$ cat src/rtl/led_controller_pkg.sv
// Shared constants, FSM state type and colour helper for led_controller.
// Default WS2812 timings assume a 100 MHz clock.
package led_controller_pkg;

   localparam int DEF_T0H_CYC = 40;
   localparam int DEF_T1H_CYC = 80;
   localparam int DEF_BIT_CYC = 125;
   localparam int DEF_RST_CYC = 5000;

   localparam int NUM_LEDS   = 8;
   localparam int LED_BITS   = 24;
   localparam int FRAME_BITS = NUM_LEDS * LED_BITS;

   typedef enum logic [1:0] {
      GAP  = 2'd0,
      LOAD = 2'd1,
      SEND = 2'd2
   } state_t;

   // Host colour word {R,G,B} to the chain's native {G,R,B} order.
   function automatic logic [LED_BITS-1:0] rgb_to_grb(
      input logic [LED_BITS-1:0] c
   );
      return {c[15:8], c[23:16], c[7:0]};
   endfunction

endpackage

$ cat src/rtl/ws2812_bit_encoder.sv
// One WS2812 bit cell: a high pulse of T0H/T1H cycles inside a
// BIT_CYC-cycle period. start may be asserted in the done cycle to chain bits.
module ws2812_bit_encoder #(
   parameter int T0H_CYC = 40,
   parameter int T1H_CYC = 80,
   parameter int BIT_CYC = 125
) (
   input  logic clk,
   input  logic reset,
   input  logic start,
   input  logic bit_val,
   output logic dout,
   output logic done
);

   localparam int CW = $clog2(BIT_CYC);
   localparam logic [CW-1:0] LAST = CW'(BIT_CYC - 1);
   localparam logic [CW-1:0] T0H  = CW'(T0H_CYC);
   localparam logic [CW-1:0] T1H  = CW'(T1H_CYC);

   logic          busy;
   logic          val;
   logic [CW-1:0] cnt;
   logic [CW-1:0] cnt_nxt;
   logic [CW-1:0] hi_len;

   // Next phase count and high time of the bit being sent.
   always_comb begin
      cnt_nxt = cnt + CW'(1);
      hi_len  = val ? T1H : T0H;
   end

   assign done = busy && (cnt == LAST);

   // Phase counter and registered output; output rises on the start edge.
   always_ff @(posedge clk or posedge reset) begin
      if (reset) begin
         busy <= 1'b0;
         val  <= 1'b0;
         cnt  <= '0;
         dout <= 1'b0;
      end else if (start) begin
         busy <= 1'b1;
         val  <= bit_val;
         cnt  <= '0;
         dout <= 1'b1;
      end else if (busy) begin
         if (cnt == LAST) begin
            busy <= 1'b0;
            cnt  <= '0;
            dout <= 1'b0;
         end else begin
            cnt  <= cnt_nxt;
            dout <= (cnt_nxt < hi_len);
         end
      end
   end

endmodule

$ cat src/rtl/led_controller.sv
// WS2812 chain driver: 8 LEDs refreshed forever as GAP -> LOAD -> SEND.
// Optional macro LED_CONTROLLER_RGB_TO_GRB_EN reorders {R,G,B} to {G,R,B}.
module led_controller
   import led_controller_pkg::*;
#(
   parameter int T0H_CYC = DEF_T0H_CYC,
   parameter int T1H_CYC = DEF_T1H_CYC,
   parameter int BIT_CYC = DEF_BIT_CYC,
   parameter int RST_CYC = DEF_RST_CYC
) (
   input  logic                clk,
   input  logic                reset,
   input  logic [LED_BITS-1:0] led1,
   input  logic [LED_BITS-1:0] led2,
   input  logic [LED_BITS-1:0] led3,
   input  logic [LED_BITS-1:0] led4,
   input  logic [LED_BITS-1:0] led5,
   input  logic [LED_BITS-1:0] led6,
   input  logic [LED_BITS-1:0] led7,
   input  logic [LED_BITS-1:0] led8,
   output logic                dat_out
);

   localparam int GW = $clog2(RST_CYC + 1);
   localparam int BW = $clog2(FRAME_BITS);
   localparam logic [GW-1:0] GAP_END  = GW'(RST_CYC);
   localparam logic [BW-1:0] LAST_BIT = BW'(FRAME_BITS - 1);

   state_t state;
   state_t state_nxt;

   logic [GW-1:0]         gap_cnt;
   logic [BW-1:0]         bit_cnt;
   logic [FRAME_BITS-1:0] shift;
   logic [FRAME_BITS-1:0] frame;
   logic [LED_BITS-1:0]   leds [NUM_LEDS];

   logic start;
   logic bit_val;
   logic enc_done;
   logic last_bit;

   assign leds[0] = led1;
   assign leds[1] = led2;
   assign leds[2] = led3;
   assign leds[3] = led4;
   assign leds[4] = led5;
   assign leds[5] = led6;
   assign leds[6] = led7;
   assign leds[7] = led8;

   assign last_bit = (bit_cnt == LAST_BIT);

   // Assemble the frame, led1 in the top bits so it goes out first.
   always_comb begin
      frame = '0;
      for (int i = 0; i < NUM_LEDS; i++) begin
`ifdef LED_CONTROLLER_RGB_TO_GRB_EN
         frame[FRAME_BITS-1-i*LED_BITS -: LED_BITS] = rgb_to_grb(leds[i]);
`else
         frame[FRAME_BITS-1-i*LED_BITS -: LED_BITS] = leds[i];
`endif
      end
   end

   // State register.
   always_ff @(posedge clk or posedge reset) begin
      if (reset) begin
         state <= GAP;
      end else begin
         state <= state_nxt;
      end
   end

   // Next-state logic.
   always_comb begin
      state_nxt = state;
      unique case (state)
         GAP:  if (gap_cnt == GAP_END) state_nxt = LOAD;
         LOAD: state_nxt = SEND;
         SEND: if (enc_done && last_bit) state_nxt = GAP;
         default: state_nxt = GAP;
      endcase
   end

   // Encoder kick: first bit from the live frame in LOAD, then chain on done.
   always_comb begin
      start   = 1'b0;
      bit_val = 1'b0;
      unique case (state)
         LOAD: begin
            start   = 1'b1;
            bit_val = frame[FRAME_BITS-1];
         end
         SEND: begin
            start   = enc_done && !last_bit;
            bit_val = shift[FRAME_BITS-1];
         end
         default: begin
            start   = 1'b0;
            bit_val = 1'b0;
         end
      endcase
   end

   // Gap counter, bit counter and shift register (holds the bits still to go).
   always_ff @(posedge clk or posedge reset) begin
      if (reset) begin
         gap_cnt <= '0;
         bit_cnt <= '0;
         shift   <= '0;
      end else begin
         unique case (state)
            GAP: begin
               if (gap_cnt == GAP_END) gap_cnt <= '0;
               else gap_cnt <= gap_cnt + GW'(1);
            end
            LOAD: begin
               shift   <= {frame[FRAME_BITS-2:0], 1'b0};
               bit_cnt <= '0;
            end
            SEND: begin
               if (enc_done) begin
                  shift <= {shift[FRAME_BITS-2:0], 1'b0};
                  if (last_bit) begin
                     bit_cnt <= '0;
                     // The cycle spent in the final bit's done counts toward the gap.
                     gap_cnt <= GW'(1);
                  end else begin
                     bit_cnt <= bit_cnt + BW'(1);
                  end
               end
            end
            default: begin
               gap_cnt <= '0;
            end
         endcase
      end
   end

   ws2812_bit_encoder #(
      .T0H_CYC (T0H_CYC),
      .T1H_CYC (T1H_CYC),
      .BIT_CYC (BIT_CYC)
   ) u_enc (
      .clk     (clk),
      .reset   (reset),
      .start   (start),
      .bit_val (bit_val),
      .dout    (dat_out),
      .done    (enc_done)
   );

endmodule

$ cat config.mk
export PLATFORM = sky130hd
export DESIGN_NAME = led_controller
export DESIGN_NICKNAME = d
export VERILOG_FILES = /design/src/rtl/led_controller_pkg.sv /design/src/rtl/ws2812_bit_encoder.sv /design/src/rtl/led_controller.sv
export SDC_FILE = /design/constraint.sdc
export NUM_CORES = 1
export LEC_CHECK = 0
export ABC_AREA = 1
export CAP_MARGIN = 20
export CORE_MARGIN = 4
export CORE_UTILIZATION = 53
export CTS_BUF_LIST = sky130_fd_sc_hd__clkbuf_4 sky130_fd_sc_hd__clkbuf_8 sky130_fd_sc_hd__clkbuf_16
export CTS_CLUSTER_DIAMETER = 40
export DETAILED_ROUTE_END_ITERATION = 16
export PLACE_DENSITY = 0.87
export SLEW_MARGIN = 20
export SYNTH_ARGS = -nofsm -noshare
export SYNTH_HDL_FRONTEND = slang
export SYNTH_HIERARCHICAL = 1
export SYNTH_SLANG_ARGS = --single-unit
$ cat constraint.sdc
create_clock -name clk -period 9.4 [get_ports clk]
set_clock_uncertainty 0.1 [all_clocks]
set_input_delay 2.82 -clock clk [delete_from_list [all_inputs] [get_ports clk]]
set_output_delay 2.82 -clock clk [all_outputs]
set_load 0.05 [all_outputs]
==> results.json <==
{
  "drv_cap": 0,
  "antenna_left": 0,
  "cp-end-kind": "output port",
  "synthCells": 1332,
  "crit_fanout": 2,
  "status": "complete, no violations",
  "pwr-share-clk_pct": 56.4,
  "ys_warn_count": 6,
  "post-synth-top-count-cell": "nand2_1",
  "slew_violations": 0,
  "power_density_nw_per_um2": 180,
  "wl_per_cell_um": 14.4,
  "vias": 9398,
  "syn_area_per_cell_um2": 8.07,
  "irDropWorstVdd_mv": 0.106,
  "startpoint_type": "register",
  "crit_chain": "clkdlybuf4s50_1",
  "fp.dieW_um": 150,
  "crit_path_top_delay_cell": "clkdlybuf4s50_1",
  "synth_seq_cells": 224,
  "cts_inserted_buffers": 34,
  "seqPwrFrac_pct": 38.6,
  "timing.fmax_ghz": 0.220,
  "drt-initial-drc-count": 721,
  "cts_hold_buf": 0,
  "criticalPathCategory": "reg -> out",
  "cts_resized": 0,
  "setup_viol": 0,
  "power_frac_comb_pct": 5.0,
  "gr-total-overflow": 0,
  "cts_htree_levels": 2,
  "required_ns": 6.48,
  "grt_pass1_vias": 9013,
  "fin_nets": 1689,
  "netSwitchingPower_mw": 0.489,
  "synthFlopType": "dfrtp_1",
  "min_path_type": "reg -> reg",
  "numPortBuffers": 194,
  "crit_family": "buffers and inverters",
  "stdcell_count": 1770,
  "path_clk_slew_ns": 0.05,
  "critPathArrivalTime_ns": 1.62,
  "drc": 0,
  "firstDrtPassIters": 5,
  "clock_latency_ns": 0.49,
  "internal_power_mw": 2.01,
  "wirelength_mm": 25.4,
  "synth_cell_type_count": 29,
  "grt_pass1_wl_mm": 42.0,
  "ioPinCount": 195,
  "antenna_found_initial": 0,
  "rsz0062_at_grt": "false",
  "fin_crit_sh_pct": 48.3,
  "grt_use_total_pct": 22.4,
  "initial_core_util_pct": 54.5,
  "clock-root-buffer": "clkbuf_16",
  "fin_setup_tns_ns": 0,
  "antenna_cells": 0,
  "hpwl_mm": 16.2,
  "cts_tree": "done",
  "clockBufferDepth": 3,
  "slew_headroom_pct": 30.0,
  "cp_num_buf_inv": 1,
  "syn_area_um2": 10800,
  "synth_area_leaders": "dfrtp_1, nand2_1, a31oi_1, nor2_1, buf_2",
  "final_layout_size_suffix_gt1_share_pct": 5.71,
  "synth_top_area_share_pct": 52.1,
  "clock-sinks": 224,
  "synth_fp_nets": 1540,
  "viasPerCell": 5.31,
  "final.min_clock_period_ns": 4.54,
  "p_sw_share_pct": 19.6,
  "coreArea_um2": 19700,
  "yosys.area.top_type": "dfrtp_1",
  "seq_area_frac_synth_pct": 52.1,
  "placedCellCount": 1710,
  "fp.dieH_um": 150,
  "syn_to_final_growth_pct": 29.2,
  "num_rows": 51,
  "synth_commonest_cells": "nand2_1, dfrtp_1, nor2_1, a31oi_1, buf_2",
  "worst_pin_slew_ns": 1.05,
  "grt_start_max_net_pins": 155,
  "p_leak_nw": 5.64,
  "finalHoldViolations": 0,
  "fp.dieArea_um2": 22600,
  "async_flop_share_pct": 100,
  "synth_edf_count": 0,
  "cpPeakStageDelay_ns": 0.80,
  "postCtsSetupBuffers": 0,
  "gp_congestion": 0.869
}
-- through the flow --
stage                     utilization (%)  instance area, um2  power (mW)  setup WS [ns]  hold slack, ns
after floorplan                         -               10800        1.01          0.629           0.342
after global placement               63.9               12600        1.11           4.15           0.359
after detailed placement             63.9               12600        1.11           4.14           0.383
after CTS                            70.4               13900        2.53           4.63           0.395
after global routing                 70.5               13900        2.58           4.74           0.434
final                                70.5               13900        2.50           4.86           0.392
-- cell type report --
type | count | area, um2
clock buffer | 39 | 906
clock inverter | 21 | 370
fill | 1448 | 5820
inverter | 41 | 174
multi-input combinational | 981 | 4520
sequential | 224 | 5610
tap | 265 | 332
timing repair buffer | 199 | 1990
-- power by group through the flow --
stage               Clock, mW  Sequential [mW]  Combinational [mW]
floorplan                   0            0.982              0.0327
global placement            0            0.982               0.126
detailed placement          0            0.982               0.126
CTS                      1.43            0.965               0.127
global route             1.48            0.965               0.137
finish                   1.41            0.965               0.126
-- cells by family after synthesis --
kind of cell	share of synthesized area, %
simple gates	26.9
xor+xnor	1.05
fa+ha+maj	1.63
buf+inv	5.99
compound gates	12.3
flops	52.1
-- sequential cells by signal, indices dropped and copies added, names as in the netlist --
register    flops
bit_cnt         8
gap_cnt        13
u_enc/cnt       7
u_enc/busy      1
state           2
u_enc/dout      1
shift         191
u_enc/val       1
-- worst paths after layout --
kind	depth (start not counted)	endpoint	from	slack, ns
min reg2reg	2	shift[1]	shift[1]	0.39
min in group asynchronous	2	u_enc/cnt[3]	reset	2.70
max in group asynchronous	3	gap_cnt[9]	reset	5.05
max	1	dat_out	u_enc/dout	4.86
min	2	shift[1]	shift[1]	0.39
max reg2reg	9	u_enc/cnt[6]	state[0]	6.07
-- worst register-to-register path, stage by stage (launching register included) --
cell,delay (ns)
dfrtp_1,0.41
inv_1,0.16
ha_4,0.76
inv_6,0.50
a21oi_1,0.31
nand2_1,0.07
a21oi_1,0.46
nor2_1,0.23
inv_2,0.14
o21ai_1,0.08
-- layout by cell type, fill, tap and decap left out, types with 3 or more instances in the layout --
master	count
a21oi_1	7
a31oi_1	190
buf_6	3
bufinv_16	10
clkbuf_16	35
clkbuf_4	4
clkdlybuf4s50_1	194
clkinv_2	6
clkinvlp_4	3
dfrtp_1	224
ha_1	13
inv_1	37
inv_6	3
nand2_1	480
nand2_4	3
nand3_1	28
nand4_1	4
nor2_1	213
nor2_2	4
nor3_1	4
o21ai_0	7
o21ai_1	6
xnor2_1	4
xor2_1	7
-- metal layers --
metal	share of wire (%)	track usage [%]	up-vias
li1	-	-	4670
met1	42	29.6	4401
met2	49	36.8	262
met3	5.9	4.76	65
met4	3.1	7.55	0
met5	0	0	-
No activity file was read; power rests on OpenSTA's default activity.
